File: config.mk
export PLATFORM = sky130hd
export DESIGN_NAME = keypad_scan
export DESIGN_NICKNAME = d
export VERILOG_FILES = /design/src/rtl/keypad_pkg.sv /design/src/rtl/row_sync.sv /design/src/rtl/keypad_scan.sv
export SDC_FILE = /design/constraint.sdc
export NUM_CORES = 1
export LEC_CHECK = 0
export CORE_MARGIN = 3
export CORE_UTILIZATION = 35
export CTS_BUF_LIST = sky130_fd_sc_hd__clkbuf_4 sky130_fd_sc_hd__clkbuf_8
export DETAILED_ROUTE_END_ITERATION = 10
export GPL_ROUTABILITY_DRIVEN = 0
export PLACE_DENSITY = 0.58
export SETUP_SLACK_MARGIN = 0.2
export SLEW_MARGIN = 20
export SYNTH_ARGS = -nofsm -noshare
export SYNTH_HDL_FRONTEND = slang
export SYNTH_SLANG_ARGS = --single-unit
File: constraint.sdc
create_clock -name clk -period 2.6 [get_ports clk]
set_clock_uncertainty 0.05 [all_clocks]
set_input_delay 0.52 -clock clk [delete_from_list [all_inputs] [get_ports clk]]
set_output_delay 0.52 -clock clk [all_outputs]
set_load 0.01 [all_outputs]
File: src/rtl/keypad_pkg.sv
// Shared definitions for the 4x4 keypad scanner: FSM state encoding,
// column drive constants and the row/column to key-code mapping.
package keypad_pkg;

    typedef enum logic [1:0] {
        ST_SCAN         = 2'd0,
        ST_DEBOUNCE     = 2'd1,
        ST_PRESSED      = 2'd2,
        ST_RELEASE_WAIT = 2'd3
    } state_e;

    // Active-low one-hot column drives, and the all-released row pattern
    localparam logic [3:0] COL_0     = 4'b1110;
    localparam logic [3:0] COL_1     = 4'b1101;
    localparam logic [3:0] COL_2     = 4'b1011;
    localparam logic [3:0] COL_3     = 4'b0111;
    localparam logic [3:0] ROWS_IDLE = 4'b1111;

    // Column index to active-low drive pattern
    function automatic logic [3:0] col_drive(input logic [1:0] idx);
        logic [3:0] drv;
        case (idx)
            2'd0:    drv = COL_0;
            2'd1:    drv = COL_1;
            2'd2:    drv = COL_2;
            2'd3:    drv = COL_3;
            default: drv = COL_0;
        endcase
        return drv;
    endfunction

    // True when exactly one row line is pulled low
    function automatic logic single_low(input logic [3:0] rows);
        logic hit;
        case (rows)
            4'b1110, 4'b1101, 4'b1011, 4'b0111: hit = 1'b1;
            default:                            hit = 1'b0;
        endcase
        return hit;
    endfunction

    // Index of the low row line; only meaningful when single_low() holds
    function automatic logic [1:0] low_index(input logic [3:0] rows);
        logic [1:0] idx;
        case (rows)
            4'b1110: idx = 2'd0;
            4'b1101: idx = 2'd1;
            4'b1011: idx = 2'd2;
            4'b0111: idx = 2'd3;
            default: idx = 2'd0;
        endcase
        return idx;
    endfunction

    // Key code = row_idx*4 + col_idx
    function automatic logic [3:0] key_to_code(input logic [1:0] row_idx,
                                               input logic [1:0] col_idx);
        return {row_idx, col_idx};
    endfunction

endpackage

File: src/rtl/row_sync.sv
// Two-flop synchronizer for the asynchronous keypad row lines. Resets to
// the released pattern so the scanner never sees a phantom press.
module row_sync
    import keypad_pkg::*;
(
    input  logic       clk,
    input  logic       rst,
    input  logic [3:0] row_i,
    output logic [3:0] row_o
);

    logic [3:0] meta_q;
    logic [3:0] sync_q;

    // Two-stage capture of the raw row lines
    always_ff @(posedge clk) begin
        if (!rst) begin
            meta_q <= ROWS_IDLE;
            sync_q <= ROWS_IDLE;
        end else begin
            meta_q <= row_i;
            sync_q <= meta_q;
        end
    end

    assign row_o = sync_q;

endmodule

File: src/rtl/keypad_scan.sv
// 4x4 matrix keypad scanner: walks an active-low column, debounces a single
// key press, reports its code with a one-cycle valid pulse and holds
// key_held until a debounced release.
module keypad_scan
    import keypad_pkg::*;
#(
    parameter int SCAN_DIV     = 50000,
    parameter int DEBOUNCE_CNT = 20
) (
    input  logic       clk,
    input  logic       rst,
    input  logic [3:0] row,
    output logic [3:0] col,
    output logic [3:0] key_code,
    output logic       key_valid,
    output logic       key_held
);

    localparam int DW    = (SCAN_DIV > 1)     ? $clog2(SCAN_DIV)     : 1;
    localparam int BW    = (DEBOUNCE_CNT > 1) ? $clog2(DEBOUNCE_CNT) : 1;
    localparam logic [DW-1:0] DWELL_LAST = DW'(SCAN_DIV - 1);
    localparam logic [DW-1:0] DWELL_ONE  = DW'(1);
    localparam logic [BW-1:0] DEB_LAST   = BW'(DEBOUNCE_CNT - 1);
    localparam logic [BW-1:0] DEB_ONE    = BW'(1);

    logic [3:0]    row_s;
    state_e        state_q,   state_d;
    logic [1:0]    col_idx_q, col_idx_d;
    logic [3:0]    col_q;
    logic [DW-1:0] dwell_q,   dwell_d;
    logic [BW-1:0] deb_q,     deb_d;
    logic [3:0]    pat_q,     pat_d;
    logic [3:0]    code_q,    code_d;
    logic          valid_q,   valid_d;
    logic          held_q,    held_d;
    // armed_q stays low after reset until a full round of four columns reads
    // released, so a key held across reset is never reported.
    logic          armed_q,   armed_d;
    logic [1:0]    clean_q,   clean_d;

    row_sync u_row_sync (
        .clk   (clk),
        .rst   (rst),
        .row_i (row),
        .row_o (row_s)
    );

    // Next-state, counter and output decisions for the scan FSM
    always_comb begin
        state_d   = state_q;
        col_idx_d = col_idx_q;
        dwell_d   = dwell_q;
        deb_d     = deb_q;
        pat_d     = pat_q;
        code_d    = code_q;
        valid_d   = 1'b0;
        held_d    = held_q;
        armed_d   = armed_q;
        clean_d   = clean_q;
        case (state_q)
            ST_SCAN: begin
                held_d = 1'b0;
                if (dwell_q == DWELL_LAST) begin
                    dwell_d = '0;
                    if (!armed_q) begin
                        col_idx_d = col_idx_q + 2'd1;
                        if (row_s == ROWS_IDLE) begin
                            if (clean_q == 2'd3) begin
                                armed_d = 1'b1;
                                clean_d = 2'd0;
                            end else begin
                                clean_d = clean_q + 2'd1;
                            end
                        end else begin
                            clean_d = 2'd0;
                        end
                    end else if (single_low(row_s)) begin
                        // Column stays frozen while the press is qualified
                        state_d = ST_DEBOUNCE;
                        pat_d   = row_s;
                        deb_d   = '0;
                    end else begin
                        col_idx_d = col_idx_q + 2'd1;
                    end
                end else begin
                    dwell_d = dwell_q + DWELL_ONE;
                end
            end
            ST_DEBOUNCE: begin
                if (row_s == pat_q) begin
                    if (deb_q == DEB_LAST) begin
                        state_d = ST_PRESSED;
                        code_d  = key_to_code(low_index(pat_q), col_idx_q);
                        valid_d = 1'b1;
                        held_d  = 1'b1;
                        deb_d   = '0;
                    end else begin
                        deb_d = deb_q + DEB_ONE;
                    end
                end else begin
                    state_d   = ST_SCAN;
                    col_idx_d = col_idx_q + 2'd1;
                    dwell_d   = '0;
                    deb_d     = '0;
                end
            end
            ST_PRESSED: begin
                held_d = 1'b1;
                if (row_s == ROWS_IDLE) begin
                    state_d = ST_RELEASE_WAIT;
                    deb_d   = '0;
                end else begin
                    state_d = ST_PRESSED;
                end
            end
            ST_RELEASE_WAIT: begin
                if (row_s == ROWS_IDLE) begin
                    if (deb_q == DEB_LAST) begin
                        state_d   = ST_SCAN;
                        held_d    = 1'b0;
                        col_idx_d = col_idx_q + 2'd1;
                        dwell_d   = '0;
                        deb_d     = '0;
                    end else begin
                        deb_d = deb_q + DEB_ONE;
                    end
                end else begin
                    state_d = ST_PRESSED;
                    deb_d   = '0;
                end
            end
            default: begin
                state_d   = ST_SCAN;
                col_idx_d = 2'd0;
                dwell_d   = '0;
                deb_d     = '0;
                held_d    = 1'b0;
            end
        endcase
    end

    // State, counters and registered outputs
    always_ff @(posedge clk) begin
        if (!rst) begin
            state_q   <= ST_SCAN;
            col_idx_q <= 2'd0;
            col_q     <= COL_0;
            dwell_q   <= '0;
            deb_q     <= '0;
            pat_q     <= ROWS_IDLE;
            code_q    <= 4'd0;
            valid_q   <= 1'b0;
            held_q    <= 1'b0;
            armed_q   <= 1'b0;
            clean_q   <= 2'd0;
        end else begin
            state_q   <= state_d;
            col_idx_q <= col_idx_d;
            col_q     <= col_drive(col_idx_d);
            dwell_q   <= dwell_d;
            deb_q     <= deb_d;
            pat_q     <= pat_d;
            code_q    <= code_d;
            valid_q   <= valid_d;
            held_q    <= held_d;
            armed_q   <= armed_d;
            clean_q   <= clean_d;
        end
    end

    assign col       = col_q;
    assign key_code  = code_q;
    assign key_valid = valid_q;
    assign key_held  = held_q;

endmodule

==> impl_results.rst <==
.. list-table::
   :header-rows: 1

   * - Metric
     - Value
   * - Number of antenna violations at the first check in global routing
     - 0
   * - Total Routed Length
     - between 4000 and 5000 microns
   * - Final non-filler cell area
     - between 2000 and 3000 sq um
   * - Area Overhead vs Synth
     - 13.54%
   * - Pin count of the biggest net entering global routing
     - 18
   * - Most frequent cell after synthesis
     - dfxtp_1
   * - Remaining global-route overflow
     - 0
   * - Power density cells
     - around 520 nW/um^2
   * - Post-synth top cells
     - dfxtp_1 (50), nand2_1 (26), nor2_1 (26)
   * - Sequential-to-total area share from yosys stat
     - 0.4040
   * - Clock-pin slew of the registers on the worst-case setup and hold paths
     - roughly 100 ps
   * - Setup ws final
     - between 300 and 400 ps
   * - Number of distinct library cells after synthesis
     - between 50 and 60
   * - Async set-or-reset flop fraction in the synthesized netlist
     - 0
   * - Count of final setup violators
     - 0
   * - Mean number of vias per cell
     - 4.897
   * - Count of flip-flops with a built-in enable after synthesis
     - 0
   * - Cell type with the largest total area after synthesis
     - dfxtp_1
   * - Element type at the critical path start
     - flop
   * - Global-route usage over all layers
     - 0.1197
   * - Post-route met1 wirelength
     - about 2500 microns
   * - Data required time of the critical path
     - 2750 ps
   * - Placed inst area
     - about 2700 sq um
   * - Chip width
     - ~90 microns
   * - Critical path start-end classification
     - flop to flop
   * - Critical path capture point type
     - flop
   * - Count of vias placed by the detailed router
     - about 1,900
   * - Worst path cell trace
     - ha_1 -> and4bb_2 -> a21boi_4 -> nor2_1 -> o211a_1 -> o22ai_1 -> or3b_1
   * - Number of flip-flops and latches in the synthesized netlist
     - 50
   * - Largest fanout on the critical path
     - 6
   * - Count of input and output buffers
     - 15
   * - Antenna viol nets, final
     - 0
   * - Clock sinks
     - 50
   * - Detailed Route Iter0 Violations
     - between 100 and 150
   * - Slew HR
     - 0.5962
   * - Worst supply voltage drop on vdd
     - approximately 200 uV
   * - DRC
     - 0
   * - Minimum setup slack among reg-to-reg paths
     - roughly 390 ps
   * - Count of boundary I/O pins
     - 16
   * - Mapped Avg Cell Area
     - approximately 9.3 sq um
   * - Min Hold Slack
     - ~360 ps
   * - Synthesized cell area
     - 2477 sq um
   * - Sum Neg Setup Slack
     - 0 ps
   * - Placement Setup Slack
     - 361.7 ps
   * - Worst Path Arrival
     - 2370 ps
   * - Final Hold Violating Endpoints
     - 0
   * - Final count of pins violating max slew
     - 0
   * - Minimum clock period
     - 2215 ps
   * - Share of the cycle needed by the critical path after routing
     - 0.8518
   * - Highest routing layer actually used
     - met4
   * - Final total power
     - between 1 and 1.5 mW
   * - H-Tree Depth
     - 2
   * - Post-CTS Hold Fix Bufs
     - 0
   * - Diode count
     - 0
   * - Clock root buffer
     - clkbuf_8
   * - Placeable core region
     - slightly below 7000 sq um
   * - Routed wl met3
     - between 100 and 150 microns
   * - Share of post-route cells with drive strength above 1
     - 0.1166
   * - Met2 Routed Length
     - between 2000 and 2500 microns
   * - Portion of synthesized cell area occupied by the leading cell type
     - 0.4040
   * - Leakage power of the design
     - between 1 and 1.5 nW
   * - Synthesis warning total
     - 0
   * - Die outline height
     - about 90 microns
   * - Fillcell total
     - 715
   * - # Max-Cap Violations
     - 0
   * - Slowest stage cell on the critical path
     - or3b_1
   * - Hold Path Class
     - flop to flop
   * - Count of mapped cells out of synthesis
     - 266
   * - Layout Nets
     - 297
   * - First-pass GRT wire length
     - about 8000 microns
   * - Cell row count
     - 30
   * - Synth top area cells
     - dfxtp_1 (40%), xor2_1 (4.9%), a21oi_1 (4.6%), ha_1 (4.5%), nand2_1 (3.9%)
   * - Buffer depth of the longest clock path
     - 2
   * - Number of iterations in the first detailed-routing pass
     - 4
   * - HPWL after detailed placement
     - about 3500 microns
   * - Least-Margin Pin Slew
     - 601.1 ps
   * - Number of buffers created by CTS
     - 5
   * - Total die area
     - about 8100 sq um
   * - Timing-limited maximum frequency
     - 0.4515 GHz
   * - Result of the run
     - completed
   * - Vias in the first global route
     - approximately 1,700
   * - Clock tree from TritonCTS
     - done
   * - Starting Density
     - 0.3626
   * - Unrepaired setup endpoints after global routing
     - no
   * - Wire per inst
     - roughly 12 microns
   * - Commonest register cell after synthesis
     - dfxtp_1
   * - Worst-skew pair later-pin latency
     - between 300 and 400 ps
   * - Longest individual stage delay on the worst path
     - 370 ps
   * - Post-synthesis net count
     - 281
## path summary, 6_finish.rpt
check / start / endpoint / cells after the start
max: deb_q[0] / col[1] / 7
min: u_row_sync.meta_q[0] / u_row_sync.row_o[0] / 1
max reg2reg: deb_q[0] / col[1] / 7
min reg2reg: u_row_sync.meta_q[0] / u_row_sync.row_o[0] / 1
## critical path: cells and delay by family (launching register included)
family                   cells  cell delay [ps]
adder cells (fa/ha/maj)      1              250
AO/OA/AOI/OAI                3              710
AND/OR/NAND/NOR              3              740
flip-flops                   1              350
## final cells by class
cell class,instances,area [sq um],share of cell area
Clock buffer,5,68.82,0.02447
Clock inverter,3,25.02,0.008897
Inverter,7,26.28,0.009342
Multi-Input combinational cell,199,1391,0.4947
Sequential cell,50,1001,0.3559
Tap cell,96,120.1,0.04270
Timing Repair Buffer,19,180.2,0.06406
## state kept, by name, indices dropped and copies added, names as in the netlist
name and flops:
key_held 1, col_idx_q 2, deb_q 5, u_row_sync.meta_q 4, armed_q 1, clean_q 2, u_row_sync.row_o 4, pat_q 4
key_valid 1, state_q 2, key_code 4, col 4, dwell_q 16
## placed cells by master, fill, tap and decap left out, drive strengths merged, types with 2 or more instances in the layout
| cell type | count |
|---|---|
| and3 | 4 |
| xnor2 | 7 |
| clkbuf | 5 |
| nor2 | 26 |
| a31oi | 2 |
| o32ai | 2 |
| nand4b | 3 |
| nand2b | 10 |
| or3b | 2 |
| mux2i | 6 |
| o211ai | 2 |
| nor3 | 2 |
| and2 | 2 |
| nand4 | 7 |
| nand2 | 26 |
| a21oi | 23 |
| a211oi | 3 |
| xor2 | 14 |
| and4bb | 3 |
| a21boi | 2 |
| inv | 8 |
| clkdlybuf4s50 | 15 |
| ha | 9 |
| dfxtp | 50 |
| nand3 | 18 |
| a2111oi | 2 |
| and4 | 5 |
| o21ai | 7 |
| buf | 4 |
## layer usage
| layer | track usage | up-vias |
|---|---|---|
| met2 | 0.1730 | 23 |
| met4 | 0.04209 | 0 |
| li1 | - | 971 |
| met5 | 0 | - |
| met3 | 0.02929 | 5 |
| met1 | 0.1725 | 857 |
## report_power, final
part	internal [mW]	total, mW	switching [mW]
sequential	0.790	0.812	0.0224
clock	0.194	0.467	0.272
combinational	0.0767	0.191	0.114
## stage by stage
| stage | instances | util |
|---|---|---|
| after floorplan | 266 | - |
| after global placement | 371 | 0.3978 |
| after detailed placement | 371 | 0.3978 |
| after CTS | 379 | 0.4115 |
| after global routing | 379 | 0.4117 |
| final | 379 | 0.4117 |
## kinds of logic after synthesis
kind of cell / Yosys count / share of synthesized area
XOR/XNOR: 21 / 0.07424
AO/OA/AOI/OAI: 51 / 0.1631
AND/OR/NAND/NOR: 112 / 0.2541
adder cells (fa/ha/maj): 9 / 0.04546
buffers and inverters: 17 / 0.03484
flip-flops: 50 / 0.4040
multiplexers: 6 / 0.02424
## what timing repair did
item                                    4_1_cts  5_1_grt
endpoints found under the setup margin        0        1
setup buffers                                 0        0
hold endpoints to repair                      0        0
resized for setup                             0        1
No activity file was read; power rests on OpenSTA's default activity.
